<file path="src/rtl/btn_pkg.sv">
// Shared constants and helpers for the front-panel button blocks.
// Used by btn_debounce_array and btn_debounce_ch.
package btn_pkg;

  localparam int SAMPLE_HZ_DEF = 1_000;
  localparam int DEPTH_DEF     = 8;

  function automatic int calc_div(
    input int clk_hz,
    input int sample_hz
  );
    return clk_hz / sample_hz;
  endfunction

  function automatic bit cfg_ok(
    input int n,
    input int div,
    input int depth,
    input int rpt_delay,
    input int rpt_period
  );
    return (n >= 1) && (div >= 2) &&
           (depth >= 2) &&
           (rpt_delay >= 1) &&
           (rpt_period >= 1);
  endfunction

  function automatic int cnt_w(
    input int a,
    input int b
  );
    int m;
    m = (a > b) ? a : b;
    return $clog2(m + 1);
  endfunction

endpackage

</file>
<file path="src/rtl/btn_debounce_ch.sv">
// One button channel: synchroniser, sample shift register, hysteresis.
// Auto-repeat of o_press is built only when BTN_REPEAT_EN is defined.
module btn_debounce_ch
  import btn_pkg::*;
#(
  parameter int DEPTH = DEPTH_DEF
`ifdef BTN_REPEAT_EN
  ,
  parameter int REPEAT_DELAY  = 500,
  parameter int REPEAT_PERIOD = 100
`endif
) (
  input  logic clk,
  input  logic reset_n,
  input  logic tick,
  input  logic btn,
  output logic o_level,
  output logic o_press,
  output logic o_release
);

  logic [1:0]       sync;
  logic [DEPTH-1:0] sh;
  logic             rise;
  logic             fall;
  logic             rfire;

  assign rise = (&sh) & ~o_level;
  assign fall = ~(|sh) & o_level;

  always_ff @(posedge clk or negedge reset_n) begin
    if (!reset_n) begin
      sync <= '0;
      sh   <= '0;
    end else begin
      sync <= {sync[0], btn};
      if (tick) sh <= {sh[DEPTH-2:0], sync[1]};
    end
  end

`ifdef BTN_REPEAT_EN
  localparam int RW = cnt_w(REPEAT_DELAY, REPEAT_PERIOD);

  logic [RW-1:0] rcnt;
  logic [RW-1:0] rlim;
  logic          rpt;

  // First repeat waits the long delay, later ones the short period.
  assign rlim  = rpt ? RW'(REPEAT_PERIOD) : RW'(REPEAT_DELAY);
  assign rfire = o_level & ~fall & (rcnt == rlim);

  always_ff @(posedge clk or negedge reset_n) begin
    if (!reset_n) begin
      rcnt <= '0;
      rpt  <= 1'b0;
    end else if (!o_level || fall) begin
      rcnt <= '0;
      rpt  <= 1'b0;
    end else if (rfire) begin
      rcnt <= '0;
      rpt  <= 1'b1;
    end else if (tick) begin
      rcnt <= rcnt + 1'b1;
    end
  end
`else
  assign rfire = 1'b0;
`endif

  always_ff @(posedge clk or negedge reset_n) begin
    if (!reset_n) begin
      o_level   <= 1'b0;
      o_press   <= 1'b0;
      o_release <= 1'b0;
    end else begin
      o_press   <= rise | rfire;
      o_release <= fall;
      if (rise)      o_level <= 1'b1;
      else if (fall) o_level <= 1'b0;
    end
  end

endmodule

</file>
<file path="src/rtl/btn_debounce_array.sv">
// N-channel button conditioner with a shared sample-tick prescaler.
// Define BTN_REPEAT_EN to enable auto-repeat press pulses.
module btn_debounce_array
  import btn_pkg::*;
#(
  parameter int N             = 4,
  parameter int CLK_HZ        = 100_000_000,
  parameter int SAMPLE_HZ     = SAMPLE_HZ_DEF,
  parameter int DEPTH         = DEPTH_DEF,
  parameter int REPEAT_DELAY  = 500,
  parameter int REPEAT_PERIOD = 100
) (
  input  logic         clk,
  input  logic         reset_n,
  input  logic [N-1:0] i_btn,
  output logic [N-1:0] o_level,
  output logic [N-1:0] o_press,
  output logic [N-1:0] o_release,
  output logic         o_tick
);

  localparam int DIV = calc_div(CLK_HZ, SAMPLE_HZ);
  localparam int PW  = $clog2(DIV);

  if (!cfg_ok(N, DIV, DEPTH,
              REPEAT_DELAY, REPEAT_PERIOD)) begin : g_cfg_err
    $error("btn_debounce_array: bad configuration");
  end

  logic [PW-1:0] pcnt;

  assign o_tick = (pcnt == PW'(DIV - 1));

  always_ff @(posedge clk or negedge reset_n) begin
    if (!reset_n)    pcnt <= '0;
    else if (o_tick) pcnt <= '0;
    else             pcnt <= pcnt + 1'b1;
  end

  for (genvar k = 0; k < N; k++) begin : g_ch
`ifdef BTN_REPEAT_EN
    btn_debounce_ch #(
      .DEPTH        (DEPTH),
      .REPEAT_DELAY (REPEAT_DELAY),
      .REPEAT_PERIOD(REPEAT_PERIOD)
    ) u_ch (
      .clk      (clk),
      .reset_n  (reset_n),
      .tick     (o_tick),
      .btn      (i_btn[k]),
      .o_level  (o_level[k]),
      .o_press  (o_press[k]),
      .o_release(o_release[k])
    );
`else
    btn_debounce_ch #(
      .DEPTH(DEPTH)
    ) u_ch (
      .clk      (clk),
      .reset_n  (reset_n),
      .tick     (o_tick),
      .btn      (i_btn[k]),
      .o_level  (o_level[k]),
      .o_press  (o_press[k]),
      .o_release(o_release[k])
    );
`endif
  end

endmodule

</file>
<file path="config.mk">
export PLATFORM = sky130hd
export DESIGN_NAME = btn_debounce_array
export DESIGN_NICKNAME = d
export VERILOG_FILES = /design/src/rtl/btn_pkg.sv /design/src/rtl/btn_debounce_ch.sv /design/src/rtl/btn_debounce_array.sv
export SDC_FILE = /design/constraint.sdc
export NUM_CORES = 1
export LEC_CHECK = 0
export BUFFER_PORTS_ARGS = -buffer_cell sky130_fd_sc_hd__buf_2
export CAP_MARGIN = 20
export CELL_PAD_IN_SITES_DETAIL_PLACEMENT = 1
export CELL_PAD_IN_SITES_GLOBAL_PLACEMENT = 1
export CORE_UTILIZATION = 35
export DETAILED_ROUTE_END_ITERATION = 8
export PLACE_DENSITY = 0.68
export SKIP_CTS_REPAIR_TIMING = 1
export SLEW_MARGIN = 25
export SYNTH_ARGS = -nofsm -noshare
export SYNTH_HDL_FRONTEND = slang
export SYNTH_SLANG_ARGS = --single-unit
</file>
<file path="constraint.sdc">
create_clock -name clk -period 3.8 [get_ports clk]
set_clock_uncertainty 0.15 [all_clocks]
set_input_delay 0.38 -clock clk [delete_from_list [all_inputs] [get_ports clk]]
set_output_delay 0.38 -clock clk [all_outputs]
set_load 0.02 [all_outputs]
</file>
==> impl_metrics.ini <==
[status]
outcome = finished, violations left
failed_checks = negative hold slack

[synthesis]
ys_ff_latch = 69
syn_avg_cell_area_um2 = 13.8
synth_common_cells = dfrtp_1, mux2_2, buf_4, nand4_1
synth_area_leaders = dfrtp_1, mux2_2, mux2_4, buf_4, xor2_1
synth_cell_types = 31
ys_seq_area_frac = 0.606
syn_nets = 214
synthFlopType = dfrtp_1
yosys.cell_count.top_type = dfrtp_1
netlist_instances = 207
synth_top_area_frac = 0.606
synth-edff-count = 0
syn-cell-area_um2 = 2850
yosys_warnings = 0
yosys.area.top_type = dfrtp_1
synthArstFlopShare = 1.00

[floorplanning]
core_um2 = 7810
die_h_um = 92.3
dieArea_um2 = 8510
die_w_um = 92.3
num_io_pins = 19
num_rows = 32
start_util = 0.365

[grt]
grt_max_degree = 34
grt_pass1_vias = 1766
antenna_found_initial = 0
grt.overflow.total = 0
grt_pass1_wl_um = 8800
grt_use_total = 0.136

[clock_network]
clkLatencyLatePin_ps = 330
path_clk_slew_ps = 70
cts_buffers = 9
cts_tree = yes
htreeDepth = 3
clock-sinks = 69
clock-root-buffer = clkbuf_8
clockBufferDepth = 2

[sta]
tightestPinTransition_ps = 784
post-route-period-util = 0.644
hold_ws_ps = -44.3
fin_tns_setup_ps = 0
period_minus_slack_ps = 2450
fmax_ghz = 0.409
slew_viol_final = 0
rsz0062_at_grt = no
slew_headroom = 0.477
worst_slack_ps = 1350
hold_viol = 31
setup_violations = 0

[cells_and_area]
drive_gt1_frac = 0.310
area.growth.synth_to_final_pct = 11.8
final_nets = 234
n_antenna_cell = 0

[power_and_ir_drop]
seqPwrFrac = 0.549
p_sw_mw = 0.284
clock_power_share = 0.436
swShare = 0.211
p_comb_frac = 0.016
internal-power_mw = 1.06
peakVddDrop_uv = 193
p_per_area_nw_per_um2 = 423
leakage_nw = 1.64

[detailed_routing]
wl_um = 5190
via_per_inst = 4.99
post_drt_wl_per_cell_um = 15.5
ant_nets = 0
drt_pass1_iterations = 4
drc = 0
drt_iter0_drc = 70
vias = 1667

[critical_path]
crit_fanout = 13
path_class = reg -> reg
startpoint_type = flip-flop
cp.arrival_ps = 2520
cp-end-kind = flip-flop
critPathRequiredTime_ps = 3870

[placed_design]
dp_hpwl_um = 3370
place_ws_ps = 1390
io_buffers = 18
gp_congestion = 0.772

[worst_hold_path]
min_path_type = in -> async

[run]
drv_cap = 0
[layout make-up]
class / instances / area [um^2]
Timing Repair Buffer: 25 / 153
Sequential cell: 69 / 1730
Multi-Input combinational cell: 121 / 985
Fill cell: 831 / 4620
Tap cell: 102 / 128
Clock buffer: 12 / 145
Inverter: 1 / 3.75
Clock inverter: 4 / 47.5
[layout by cell type, fill, tap and decap left out, types with 2 or more instances in the layout]
cell / instances
nand4_1: 10
clkbuf_8: 10
nor3_1: 4
xnor2_1: 5
and3_1: 6
mux2_2: 23
dlygate4sd3_1: 4
nor4b_1: 4
nand2_1: 7
buf_4: 3
nor4_1: 9
clkinv_2: 2
clkbuf_1: 2
buf_2: 18
xor2_1: 9
nor2_1: 9
nand3_1: 9
a21o_1: 4
mux2_4: 9
dfrtp_1: 69
[critical path: stages (launching register included)]
cell and delay (ps):
dfrtp_1 380, ha_1 260, nand4_1 330, or3_1 790, mux2_4 420
[cell families after synthesis]
logic type      after synthesis  share of synthesized area
simple gates                 68                      0.145
mux                          32                      0.138
xor+xnor                     14                     0.0430
compound gates                6                     0.0149
fa+ha+maj                     1                    0.00439
flops                        69                      0.606
buf+inv                      17                     0.0491
[final timing paths]
check                           cells after the start            startpoint              endpoint  slack, ps
worst min register to register                      0  g_ch[3].u_ch.sync[0]  g_ch[3].u_ch.sync[1]        190
worst max-delay path                                4               pcnt[0]    g_ch[0].u_ch.sh[6]       1350
worst min-delay path                                1               reset_n  g_ch[3].u_ch.o_level        -40
max in group asynchronous                           2               reset_n    g_ch[2].u_ch.sh[6]       2800
min in group clk                                    0  g_ch[3].u_ch.sync[0]  g_ch[3].u_ch.sync[1]        190
worst max register to register                      4               pcnt[0]    g_ch[0].u_ch.sh[6]       1350
[sequential cells by signal (all words and copies together), names as in the netlist]
register             count
g_ch.u_ch.sh            32
pcnt                    17
g_ch.u_ch.sync           8
g_ch.u_ch.o_level        4
g_ch.u_ch.o_press        4
g_ch.u_ch.o_release      4
[power by group through the flow]
stage / clock (mW) / sequential (mW) / combinational, mW
6_report: 0.587 / 0.739 / 0.0210
5_1_grt: 0.631 / 0.739 / 0.0250
4_1_cts: 0.605 / 0.739 / 0.0194
3_5_place_dp: 0 / 0.754 / 0.0195
3_3_place_gp: 0 / 0.753 / 0.0190
2_1_floorplan: 0 / 0.753 / 0.0000333
[metrics by stage]
| step | std cells | utilization | total power [mW] | area (um^2) |
|---|---|---|---|---|
| finish | 334 | 0.408 | 1.35 | 3190 |
| global route | 334 | 0.408 | 1.40 | 3190 |
| CTS | 330 | 0.403 | 1.36 | 3150 |
| detailed placement | 314 | 0.379 | 0.773 | 2960 |
| global placement | 314 | 0.379 | 0.772 | 2960 |
| floorplan | 207 | - | 0.753 | 2850 |
[metal layers]
metal,GRT usage,part of all wire,vias to the layer above
met2,0.212,0.49,30
met5,0,0,-
met4,0.0664,0.021,0
met1,0.179,0.46,855
li1,-,-,773
met3,0.0299,0.024,9
Note: power is estimated with default switching activity, not from simulation.
